$ cat src/rtl/ov7670_cfg_sequencer_if.sv
// Request/done handshake between the OV7670 table sequencer and the SCCB
// three-phase byte-write engine. The sequencer is the master side.
interface ov7670_cfg_sequencer_if;
    logic       wr_req;
    logic [7:0] wr_dev;
    logic [7:0] wr_reg;
    logic [7:0] wr_dat;
    logic       wr_done;
    logic       wr_nack;

    modport master (
        output wr_req,
        output wr_dev,
        output wr_reg,
        output wr_dat,
        input  wr_done,
        input  wr_nack
    );

    modport slave (
        input  wr_req,
        input  wr_dev,
        input  wr_reg,
        input  wr_dat,
        output wr_done,
        output wr_nack
    );
endinterface

$ cat src/rtl/ov7670_cfg_sequencer.sv
// OV7670 bring-up sequencer: walks a (register, value) table, hands each
// pair to the SCCB write engine, retries NACKed writes, inserts a settle
// delay after a soft-reset write (COM7 bit 7) and reports finish/error.
module ov7670_cfg_sequencer #(
    parameter int         TABLE_LEN       = 16,
    parameter logic [7:0] DEV_ADDR        = 8'h42,
    parameter int         RESET_DELAY_CYC = 1000,
    parameter int         MAX_RETRY       = 3
) (
    input  logic                          clk_in,
    input  logic                          rst,
    input  logic                          in_flag,
    output logic [7:0]                    tab_addr,
    input  logic [15:0]                   tab_data,
    ov7670_cfg_sequencer_if.master        wr_if,
    output logic                          busy,
    output logic                          finish,
    output logic                          error,
    output logic [7:0]                    err_addr
);

    localparam logic [7:0]  LAST_ADDR  = 8'(TABLE_LEN - 1);
    localparam logic [7:0]  RETRY_MAX  = 8'(MAX_RETRY);
    localparam logic [31:0] DELAY_LAST = 32'(RESET_DELAY_CYC - 1);
    localparam logic [15:0] END_MARKER = 16'hFFFF;
    localparam logic [7:0]  COM7_REG   = 8'h12;

    typedef enum logic [2:0] {
        S_IDLE    = 3'd0,
        S_FETCH   = 3'd1,
        S_WAIT    = 3'd2,
        S_REISSUE = 3'd3,
        S_DELAY   = 3'd4,
        S_NEXT    = 3'd5,
        S_DONE    = 3'd6,
        S_FAIL    = 3'd7
    } state_t;

    state_t      r_state;
    logic        r_in_flag_d;
    logic [7:0]  r_tab_addr;
    logic        r_wr_req;
    logic [7:0]  r_wr_reg;
    logic [7:0]  r_wr_dat;
    logic        r_busy;
    logic        r_finish;
    logic        r_error;
    logic [7:0]  r_err_addr;
    logic [7:0]  r_retry_cnt;
    logic [31:0] r_delay_cnt;

    logic        w_start;
    logic        w_soft_reset;

    // Rising edge of the start request; a held-high in_flag starts only once.
    assign w_start      = in_flag & ~r_in_flag_d;
    // A COM7 write with bit 7 set resets the sensor and needs settle time.
    assign w_soft_reset = (r_wr_reg == COM7_REG) & r_wr_dat[7];

    assign tab_addr      = r_tab_addr;
    assign busy          = r_busy;
    assign finish        = r_finish;
    assign error         = r_error;
    assign err_addr      = r_err_addr;
    assign wr_if.wr_req  = r_wr_req;
    assign wr_if.wr_dev  = DEV_ADDR;
    assign wr_if.wr_reg  = r_wr_reg;
    assign wr_if.wr_dat  = r_wr_dat;

    // Sequencer FSM with all outputs held in registers.
    always_ff @(posedge clk_in or negedge rst) begin
        if (!rst) begin
            r_state     <= S_IDLE;
            r_in_flag_d <= 1'b0;
            r_tab_addr  <= 8'd0;
            r_wr_req    <= 1'b0;
            r_wr_reg    <= 8'd0;
            r_wr_dat    <= 8'd0;
            r_busy      <= 1'b0;
            r_finish    <= 1'b0;
            r_error     <= 1'b0;
            r_err_addr  <= 8'd0;
            r_retry_cnt <= 8'd0;
            r_delay_cnt <= 32'd0;
        end else begin
            r_in_flag_d <= in_flag;
            case (r_state)
                S_IDLE, S_DONE, S_FAIL: begin
                    if (w_start) begin
                        r_state     <= S_FETCH;
                        r_tab_addr  <= 8'd0;
                        r_busy      <= 1'b1;
                        r_finish    <= 1'b0;
                        r_error     <= 1'b0;
                        r_retry_cnt <= 8'd0;
                    end
                end
                S_FETCH: begin
                    if (tab_data == END_MARKER) begin
                        r_state  <= S_DONE;
                        r_busy   <= 1'b0;
                        r_finish <= 1'b1;
                    end else begin
                        r_wr_reg <= tab_data[15:8];
                        r_wr_dat <= tab_data[7:0];
                        r_wr_req <= 1'b1;
                        r_state  <= S_WAIT;
                    end
                end
                S_WAIT: begin
                    if (wr_if.wr_done) begin
                        r_wr_req <= 1'b0;
                        if (!wr_if.wr_nack) begin
                            if (w_soft_reset) begin
                                r_delay_cnt <= 32'd0;
                                r_state     <= S_DELAY;
                            end else begin
                                r_state <= S_NEXT;
                            end
                        end else if (r_retry_cnt < RETRY_MAX) begin
                            r_retry_cnt <= r_retry_cnt + 8'd1;
                            r_state     <= S_REISSUE;
                        end else begin
                            r_err_addr <= r_tab_addr;
                            r_busy     <= 1'b0;
                            r_error    <= 1'b1;
                            r_finish   <= 1'b0;
                            r_state    <= S_FAIL;
                        end
                    end
                end
                S_REISSUE: begin
                    r_wr_req <= 1'b1;
                    r_state  <= S_WAIT;
                end
                S_DELAY: begin
                    if (r_delay_cnt == DELAY_LAST) begin
                        r_state <= S_NEXT;
                    end else begin
                        r_delay_cnt <= r_delay_cnt + 32'd1;
                    end
                end
                S_NEXT: begin
                    r_retry_cnt <= 8'd0;
                    if (r_tab_addr == LAST_ADDR) begin
                        r_busy   <= 1'b0;
                        r_finish <= 1'b1;
                        r_state  <= S_DONE;
                    end else begin
                        r_tab_addr <= r_tab_addr + 8'd1;
                        r_state    <= S_FETCH;
                    end
                end
                default: begin
                    r_state  <= S_IDLE;
                    r_wr_req <= 1'b0;
                    r_busy   <= 1'b0;
                end
            endcase
        end
    end

endmodule

$ cat src/flat_wrapper.sv
// flat-port wrapper written by rule: the top's interface ports become plain ports
module ov7670_cfg_sequencer_flat 
#(
    parameter int         TABLE_LEN       = 16,
    parameter logic [7:0] DEV_ADDR        = 8'h42,
    parameter int         RESET_DELAY_CYC = 1000,
    parameter int         MAX_RETRY       = 3
)
  (clk_in, rst, in_flag, tab_addr, tab_data, busy, finish, error, err_addr, wr_if_wr_req, wr_if_wr_dev, wr_if_wr_reg, wr_if_wr_dat, wr_if_wr_done, wr_if_wr_nack);
  ov7670_cfg_sequencer_if wr_if_i ();
  input  logic clk_in;
  input  logic rst;
  input  logic in_flag;
  output logic [7:0] tab_addr;
  input  logic [15:0] tab_data;
  output logic busy;
  output logic finish;
  output logic error;
  output logic [7:0] err_addr;
  output wire logic [$bits(wr_if_i.wr_req)-1:0] wr_if_wr_req;
  output wire logic [$bits(wr_if_i.wr_dev)-1:0] wr_if_wr_dev;
  output wire logic [$bits(wr_if_i.wr_reg)-1:0] wr_if_wr_reg;
  output wire logic [$bits(wr_if_i.wr_dat)-1:0] wr_if_wr_dat;
  input wire logic [$bits(wr_if_i.wr_done)-1:0] wr_if_wr_done;
  input wire logic [$bits(wr_if_i.wr_nack)-1:0] wr_if_wr_nack;
  assign wr_if_wr_req = wr_if_i.wr_req;
  assign wr_if_wr_dev = wr_if_i.wr_dev;
  assign wr_if_wr_reg = wr_if_i.wr_reg;
  assign wr_if_wr_dat = wr_if_i.wr_dat;
  assign wr_if_i.wr_done = wr_if_wr_done;
  assign wr_if_i.wr_nack = wr_if_wr_nack;
  ov7670_cfg_sequencer #(.TABLE_LEN(TABLE_LEN), .DEV_ADDR(DEV_ADDR), .RESET_DELAY_CYC(RESET_DELAY_CYC), .MAX_RETRY(MAX_RETRY)) u_core (.clk_in(clk_in), .rst(rst), .in_flag(in_flag), .tab_addr(tab_addr), .tab_data(tab_data), .wr_if(wr_if_i), .busy(busy), .finish(finish), .error(error), .err_addr(err_addr));
endmodule
$ cat config.mk
export PLATFORM = sky130hd
export DESIGN_NAME = ov7670_cfg_sequencer_flat
export DESIGN_NICKNAME = d
export VERILOG_FILES = /design/src/rtl/ov7670_cfg_sequencer_if.sv /design/src/rtl/ov7670_cfg_sequencer.sv /design/src/flat_wrapper.sv
export SDC_FILE = /design/constraint.sdc
export NUM_CORES = 1
export LEC_CHECK = 0
export CAP_MARGIN = 5
export CORE_MARGIN = 2
export CORE_UTILIZATION = 40
export DETAILED_ROUTE_END_ITERATION = 16
export SETUP_SLACK_MARGIN = 0.02
export SYNTH_ARGS = -nofsm -noshare
export SYNTH_HDL_FRONTEND = slang
export SYNTH_SLANG_ARGS = --single-unit
$ cat constraint.sdc
create_clock -name clk_in -period 2.79 [get_ports clk_in]
set_clock_uncertainty 0.05 [all_clocks]
set_input_delay 0.558 -clock clk_in [delete_from_list [all_inputs] [get_ports clk_in]]
set_output_delay 0.558 -clock clk_in [all_outputs]
set_load 0.01 [all_outputs]
==> results.json <==
{
  "outcome": "complete, no violations",
  "antenna_found_initial": 0,
  "vias_per_cell": 5.64,
  "port_buffers": 56,
  "cts_buffers": 9,
  "yosys-top-cells-count": "80 x dfrtp_1, 29 x mux2_2, 25 x nand2_1",
  "synth.distinct_cells": 53,
  "synth.most_common_cell": "dfrtp_1",
  "grt_pass1_wl_um": 17100,
  "synth_top_area_share": 0.478,
  "slew_headroom": 0.267,
  "clock_latency_ps": 360,
  "initial_core_util": 0.409,
  "p_per_area_nw_per_um2": 793,
  "num_rows": 37,
  "hold_viol_final": 0,
  "setup_tns_ps": 0,
  "combPwrFrac": 0.384,
  "p_int_mw": 2.61,
  "slew_viol_final": 0,
  "top_register": "u_core.r_delay_cnt",
  "rr_worst_depth": 6,
  "timing.rr.start": "u_core.r_delay_cnt[1]",
  "setup_viol": 0,
  "core_area_um2": 10200,
  "synth_area_per_cell_um2": 9.91,
  "reg2reg_slack_ps": 170,
  "seq_area_um2": 2000,
  "synthFlopType": "dfrtp_1",
  "yosys-top-cells-area": "dfrtp_1 48%, mux2_2 7.8%, a211o_1 3.1%, and3_1 3.0%, nand3_1 2.9%",
  "async_reset_ff_frac": 1.00,
  "nNetsFinal": 512,
  "ant_nets": 0,
  "grt_overflow_total": 0,
  "vias": 3543,
  "synth_edf_count": 0,
  "tightest_slew_ps": 1090,
  "synth_seq_area_share": 0.478,
  "wl_um": 10000,
  "rsz0062_at_grt": "false",
  "hold_ws_ps": 88.6,
  "timing_worst_setup_path_type": "reg -> reg",
  "drt-initial-drc-count": 153,
  "grt_max_degree": 49,
  "grt_pass1_vias": 3554,
  "drive_gt1_frac": 0.146,
  "worstPathRequired_ps": 2980,
  "dr.pass1.iters": 4,
  "cp-start-kind": "flop",
  "hp-class": "in -> async",
  "clock_power_share": 0.185,
  "area_growth_pct": 23.0,
  "synth_area_leader_cell": "dfrtp_1",
  "cts_num_sinks": 80,
  "swShare": 0.360,
  "cts.path.max_buffers": 2,
  "clkTransAtPathRegs_ps": 90,
  "syn-instance-count": 422,
  "pin_count": 65,
  "max_freq_ghz": 0.382,
  "root_buffer": "clkbuf_8",
  "power.total_mw": 4.08,
  "track_usage": 0.189,
  "synth.cell_area_um2": 4180,
  "vdd_drop_max_mv": 0.511,
  "crit_fanout": 5,
  "ys_warn_count": 0,
  "cts_setup_buffers": 0,
  "nFillCells": 966,
  "cts-hold-fix-buffers": 0,
  "wl_per_cell_um": 15.9,
  "cts_max_level": 3,
  "dieHeight_um": 106,
  "endpoint_kind": "flop",
  "power.switching_mw": 1.47,
  "die_w_um": 106,
  "drc_errors": 0,
  "dp_hpwl_um": 7080,
  "p_seq_frac": 0.431,
  "fin_crit_ps": 2620,
  "crit_arrival_ps": 2810,
  "place_congestion": 0.890,
  "power_leakage_nw": 2.33,
  "period_share": 0.939,
  "synth.ff_latch_count": 80,
  "multi_input_area_um2": 2050,
  "diodes": 0,
  "dieArea_um2": 11300,
  "largest_reg_flops": 32,
  "cts_tree": "yes",
  "maxCapViolCount": 0,
  "cts_resized": 0,
  "reg2reg_to": "u_core.r_delay_cnt[26]"
}
cells in the final DEF (no fill, tap or decap), types with 3 or more instances in the layout:
master,count
conb_1,8
mux2i_1,3
a211o_1,15
nor3_1,22
nand2b_1,5
nor2_1,22
a21oi_1,17
ha_1,3
a31oi_1,7
nor4b_1,3
mux2_2,29
o21a_1,3
and2_1,5
nor4_1,14
clkdlybuf4s50_1,55
or4_1,3
o21ai_0,19
nand3_1,24
dfrtp_1,80
inv_1,7
buf_4,18
or3_1,5
a21o_1,6
nor3b_1,3
and3_1,20
nand4_1,18
clkbuf_8,10
nand2_1,25
final cells by class:
class | instances | area share
multi-input cells | 314 | 0.399
flip-flops and latches | 80 | 0.389
repair buffers | 75 | 0.141
well taps | 136 | 0.0331
clock buffers | 12 | 0.0282
inverters | 8 | 0.00584
clock inverters | 3 | 0.00365
cells by family (layout without fill, tap and decap cells):
group                    after synthesis  after routing  synth area share
AO/OA/AOI/OAI                         88             88             0.144
multiplexers                          32             32            0.0852
flip-flops                            80             80             0.478
AND/OR/NAND/NOR                      183            183             0.243
other                                  2              8           0.00179
buffers and inverters                 34             98            0.0383
adder cells (fa/ha/maj)                3              3           0.00897
per-stage QoR:
step | std cells | setup WS, ps | instance area [µm²] | util
floorplan | 428 | 378 | 4210 | -
global placement | 613 | 113 | 4980 | 0.487
detailed placement | 613 | 75.2 | 4980 | 0.487
CTS | 628 | 181 | 5140 | 0.503
global route | 628 | 109 | 5140 | 0.503
finish | 628 | 171 | 5140 | 0.503
layer usage:
metal,wire (µm),GRT usage,vias up
met5,0,0,-
met4,187,0.0761,0
met3,390,0.0343,12
met2,4820,0.310,77
met1,4600,0.247,1735
li1,-,-,1719
worst max-delay path, stage by stage (launching register included):
cell and delay, ps:
dfrtp_1 380, ha_1 240, nand3_2 140, or4_1 570, or4_1 620, o211a_1 240, a211o_1 260
power groups by stage:
stage	clock (mW)	combinational (mW)	sequential (mW)
after floorplan	0	0.886	1.75
after global placement	0	1.55	1.77
after detailed placement	0	1.57	1.78
after CTS	0.780	1.58	1.76
after global routing	0.828	1.73	1.81
final	0.755	1.57	1.76
worst max-delay path by stage:
stage | endpoint | slack [ps] | start | cells past startpoint
after floorplan | u_core.r_delay_cnt[30] | 380 | u_core.r_delay_cnt[0] | 6
after global placement | u_core.wr_if.wr_reg[1] | 110 | tab_data[14] | 5
after detailed placement | u_core.tab_addr[0] | 80 | in_flag | 5
after CTS | u_core.r_delay_cnt[26] | 180 | u_core.r_delay_cnt[1] | 6
after global routing | u_core.r_delay_cnt[26] | 110 | u_core.r_delay_cnt[1] | 6
final | u_core.r_delay_cnt[26] | 170 | u_core.r_delay_cnt[1] | 6
Note: power is estimated with default switching activity, not from simulation.
